`config.mk`:
```
export PLATFORM = sky130hd
export DESIGN_NAME = ddr_rd_demux
export DESIGN_NICKNAME = d
export VERILOG_FILES = /design/src/rtl/ddr_rd_demux_pkg.sv /design/src/rtl/ddr_rd_demux.sv
export SDC_FILE = /design/constraint.sdc
export NUM_CORES = 1
export LEC_CHECK = 0
export ABC_AREA = 1
export CORE_MARGIN = 5
export CORE_UTILIZATION = 40
export CTS_BUF_LIST = sky130_fd_sc_hd__clkbuf_8
export DETAILED_ROUTE_END_ITERATION = 16
export PLACE_DENSITY_LB_ADDON = 0.1
export SYNTH_ARGS = -nofsm -noshare
export SYNTH_HDL_FRONTEND = slang
export SYNTH_SLANG_ARGS = --single-unit
```
`constraint.sdc`:
```
create_clock -name clk -period 2.6 [get_ports clk]
set_clock_uncertainty 0.1 [all_clocks]
set_input_delay 0.52 -clock clk [delete_from_list [all_inputs] [get_ports clk]]
set_output_delay 0.52 -clock clk [all_outputs]
set_load 0.02 [all_outputs]
```
`src/rtl/ddr_rd_demux_pkg.sv`:
```
// Shared memory-path definitions for the DDR read demux.
// Bank geometry, FSM encoding and last-beat byte-enable decode.
package ddr_rd_demux_pkg;

  localparam int NUM_BANKS = 16;
  localparam int ADDR_W    = 19;
  localparam int CNT_W     = 8;

  typedef enum logic [1:0] {
    IDLE   = 2'd0,
    ACTIVE = 2'd1,
    FLUSH  = 2'd2
  } state_e;

  // 0 selects a full beat; n selects banks [n-1:0]
  function automatic logic [NUM_BANKS-1:0] last_mask(
    input logic [3:0] n
  );
    logic [NUM_BANKS-1:0] m;
    m = '0;
    for (int i = 0; i < NUM_BANKS; i++) begin
      if (n == 4'd0 || i < int'(n)) m[i] = 1'b1;
    end
    return m;
  endfunction

endpackage

```
`src/rtl/ddr_rd_demux.sv`:
```
// DDR read-data sink: scatters each beat byte-wise
// across the SRAM banks at one common bank address.
module ddr_rd_demux
  import ddr_rd_demux_pkg::*;
(
  input  logic                   clk,
  input  logic                   rst_n,
  input  logic                   cmd_valid,
  output logic                   cmd_ready,
  input  logic [ADDR_W-1:0]      cmd_base_addr,
  input  logic [CNT_W-1:0]       cmd_num_beats,
  input  logic [3:0]             cmd_last_valid,
  input  logic                   ddr_rvalid,
  output logic                   ddr_rready,
  input  logic [NUM_BANKS*8-1:0] ddr_rdata,
  input  logic                   ddr_rlast,
  output logic [NUM_BANKS-1:0]   sram_we,
  output logic [ADDR_W-1:0]      sram_addr,
  output logic [NUM_BANKS*8-1:0] sram_wdata,
  output logic                   done,
  output logic                   err
);

  state_e            state;
  logic [ADDR_W-1:0] base_addr;
  logic [CNT_W-1:0]  num_beats;
  logic [CNT_W-1:0]  beat_idx;
  logic [3:0]        last_valid;
  logic              hs;
  logic              is_last;

  assign cmd_ready  = (state == IDLE);
  assign ddr_rready = (state == ACTIVE);
  assign done       = (state == FLUSH);
  assign hs         = ddr_rvalid & ddr_rready;
  assign is_last    = (beat_idx == num_beats);

  always_ff @(posedge clk or negedge rst_n) begin
    if (!rst_n) begin
      state      <= IDLE;
      base_addr  <= '0;
      num_beats  <= '0;
      beat_idx   <= '0;
      last_valid <= '0;
      sram_we    <= '0;
      sram_addr  <= '0;
      sram_wdata <= '0;
      err        <= 1'b0;
    end else begin
      sram_we <= '0;
      unique case (state)
        IDLE: begin
          if (cmd_valid) begin
            base_addr  <= cmd_base_addr;
            num_beats  <= cmd_num_beats;
            last_valid <= cmd_last_valid;
            beat_idx   <= '0;
            err        <= 1'b0;
            state      <= ACTIVE;
          end
        end
        ACTIVE: begin
          if (hs) begin
            sram_we    <= is_last ? last_mask(last_valid) : '1;
            sram_addr  <= base_addr + ADDR_W'(beat_idx);
            sram_wdata <= ddr_rdata;
            // the beat count ends the burst; rlast only flags errors
            if (ddr_rlast != is_last) err <= 1'b1;
            if (is_last) state <= FLUSH;
            else beat_idx <= beat_idx + 1'b1;
          end
        end
        FLUSH: state <= IDLE;
        default: state <= IDLE;
      endcase
    end
  end

endmodule

```
==> reports/results.ini <==
[status]
outcome = completed

[layout]
nets = 1534
fill_cells = 1869
layout-drive-gt1-share_pct = 9.19
area_growth_pct = 50.6
antennaDiodeCount = 0
design_area_um2 = 13300
final_cell_count_no_fill = 1662

[synth]
synth-seq-cells = 205
synth_edf_count = 0
avgSynthCellArea_um2 = 8.73
synth_fp_nets = 1185
syn_inst = 1011
ys_warn_count = 0
ys_seq_area_share_pct = 58.1
ys.flop_type = dfrtp_1
ys_async_sr_fraction_pct = 100
yosys.cell_types.count = 36
syn-cell-area_um2 = 8820

[global_routing]
grt_pass1_vias = 7336
grt.overflow.total = 0
grt_usage_pct = 19.9
grt_max_degree = 74
antenna_found_initial = 1
grt_pass1_wl_um = 39800

[setup_path]
worst-setup-path-type = reg -> out
arrival_ps = 1700
cp-end-kind = output pin
r2r-start = beat_idx[0]
slowest_stage = clkdlybuf4s50_1
r2r_slack_ps = 360
crit_start = state[0]
ff2ff_path_depth = 12
cpPeakStageDelay_ps = 620
reg2reg_to = sram_addr[16]
path_cells = nor2_2 > clkdlybuf4s50_1
worstPathRequired_ps = 1980
path_max_fanout = 3
cp_num_buf_inv = 1
startpoint_type = register
crit_family = buffers and inverters

[placed_design]
place_area_um2 = 12500
portBuffers = 330
gp_congestion = 0.802
dp_cells = 1600
hpwl_um = 19300

[timing]
slew_headroom_pct = 57.8
final.period_utilization_pct = 89.2
grt_setup_unrepaired = no
min_period_ps = 2320
setup_viol = 0
timing.final.hold_violations = 0
clock.fmax_mhz = 431
tns_ps = 0
slew_violations = 0
worst_slew_pin_slew_ps = 634

[clocking]
cts_tree = yes
clock_sinks = 205
cts_htree_levels = 2
clk_pin_slew_ps = 50
clockRootBuffer = clkbuf_8
cts.path.max_buffers = 3
cts_buffers = 37
clock_latency_ps = 510

[drt]
dr_wl_met2_um = 12600
wl_um = 26200
maxUsedRoutingLayer = met5
drtPass1Iterations = 4
postRouteAntennaNets = 0
met1_length_um = 10900
met3_length_um = 1870
viasPerCell = 4.59
vias = 7633
drc = 0
drtIter0Drc = 425
avgRoutedWirePerCell_um = 15.8

[pwr]
finalPower_mw = 12.5
power.density_nw_per_um2 = 943
p_leak_nw = 6.52
ir_drop_mv = 0.547

[hold_path]
hold_end = sram_wdata[0]
hold_start = sram_wdata[0]
hold_depth = 2
worstHoldPathType = reg -> reg

[flow_run]
drv_cap = 0

[die]
num_io_pins = 331
coreArea_um2 = 21800
die-area_um2 = 25100
fp.dieW_um = 159
fp.dieH_um = 159
row_count = 54
initial_core_util_pct = 40.6

## layout by cell type (no fill, tap or decap), types with 2 or more instances in the layout
| cell type | n |
|---|---|
| nand2_4 | 4 |
| nor2_1 | 34 |
| or2_2 | 4 |
| nand2_2 | 7 |
| ha_1 | 9 |
| nand3_1 | 35 |
| clkbuf_8 | 50 |
| o31ai_1 | 2 |
| a21oi_1 | 19 |
| mux2_2 | 18 |
| dfrtp_1 | 205 |
| nor2_4 | 2 |
| buf_4 | 9 |
| buf_12 | 8 |
| clkinvlp_4 | 2 |
| clkinv_2 | 6 |
| xor2_1 | 5 |
| nand4_1 | 5 |
| bufinv_16 | 2 |
| nand2_1 | 512 |
| inv_1 | 53 |
| o21ai_2 | 6 |
| xnor2_1 | 7 |
| nor3_1 | 5 |
| nand3b_1 | 7 |
| clkdlybuf4s50_1 | 328 |
| o21ai_0 | 20 |
| nor2_2 | 2 |
| inv_2 | 3 |
## synth_stat cells (9+ instances only)
| cell type | count | area [um^2] |
|---|---|---|
| ha_1 | 9 | 113 |
| nand2_1 | 512 | 1920 |
| dfrtp_1 | 205 | 5130 |
| clkbuf_1 | 9 | 33.8 |
| a21oi_1 | 19 | 95.1 |
| o21ai_0 | 20 | 100 |
| nor2_1 | 34 | 128 |
| inv_1 | 50 | 188 |
| mux2_2 | 18 | 203 |
| buf_2 | 28 | 140 |
| nand3_1 | 35 | 175 |
## logic make-up (layout without fill, tap and decap cells)
logic type / count (synthesis) / in the layout / synth area share (%)
AOI/OAI and AO/OA: 49 / 49 / 3.12
xor gates and xnor gates: 12 / 12 / 1.19
adders and majority gates: 10 / 10 / 1.50
buffers and inverters: 94 / 465 / 4.93
DFF: 205 / 205 / 58.1
muxes: 19 / 19 / 2.42
and+or+nand+nor: 622 / 622 / 28.7
## report_power, final
group	switching (mW)	total [mW]	internal, mW
Clock	1.30	3.08	1.78
Combinational	2.53	4.71	2.17
Sequential	0.631	4.75	4.11
Total	4.46	12.5	8.07
## worst max path at each step
stage / to / slack [ps] / depth (start not counted)
final: cmd_ready / 280 / 2
after global routing: cmd_ready / 190 / 2
after CTS: cmd_ready / 230 / 2
after detailed placement: sram_we[7] / 240 / 7
after global placement: sram_we[4] / 250 / 7
after floorplan: sram_addr[16] / 670 / 12
## worst min-delay path, delay by kind of cell (launching register included)
kind             cells  cell delay (ps)
DFF                  1              340
and+or+nand+nor      2              100
## state kept, by name (all words and copies together) (netlist names)
signal	count
sram_wdata	128
last_valid	4
beat_idx	8
err	1
base_addr	19
sram_addr	19
sram_we	16
state	2
num_beats	8
## per-stage QoR
step / util (%) / hold slack [ps] / worst slack [ps]
6_report: 61.1 / 365 / 280
5_1_grt: 61.1 / 383 / 187
4_1_cts: 61.1 / 371 / 228
3_5_place_dp: 57.5 / 357 / 244
3_3_place_gp: 57.5 / 352 / 252
2_1_floorplan: - / 124 / 674
## final cells by class
type | instances | area, um^2 | area share (%)
well taps | 280 | 350 | 2.64
inverters | 56 | 244 | 1.84
clock buffers | 49 | 674 | 5.08
clock inverters | 12 | 86.3 | 0.650
repair buffers | 348 | 3540 | 26.7
multi-input cells | 712 | 3260 | 24.5
flip-flops and latches | 205 | 5130 | 38.6
## metal layers
layer  GRT usage, %  vias to the layer above
met4           6.70                        2
met3           4.65                       51
li1               -                     3830
met5              0                        -
met1           25.6                     3511
met2           33.4                      239
## what timing repair did
action,CTS,global route
buffers inserted,0,0
endpoints found under the hold margin,67,0
resized for setup,1,0
setup endpoints to repair,1,0
hold buffers,1,0
Power figures use the tool's default switching activity.
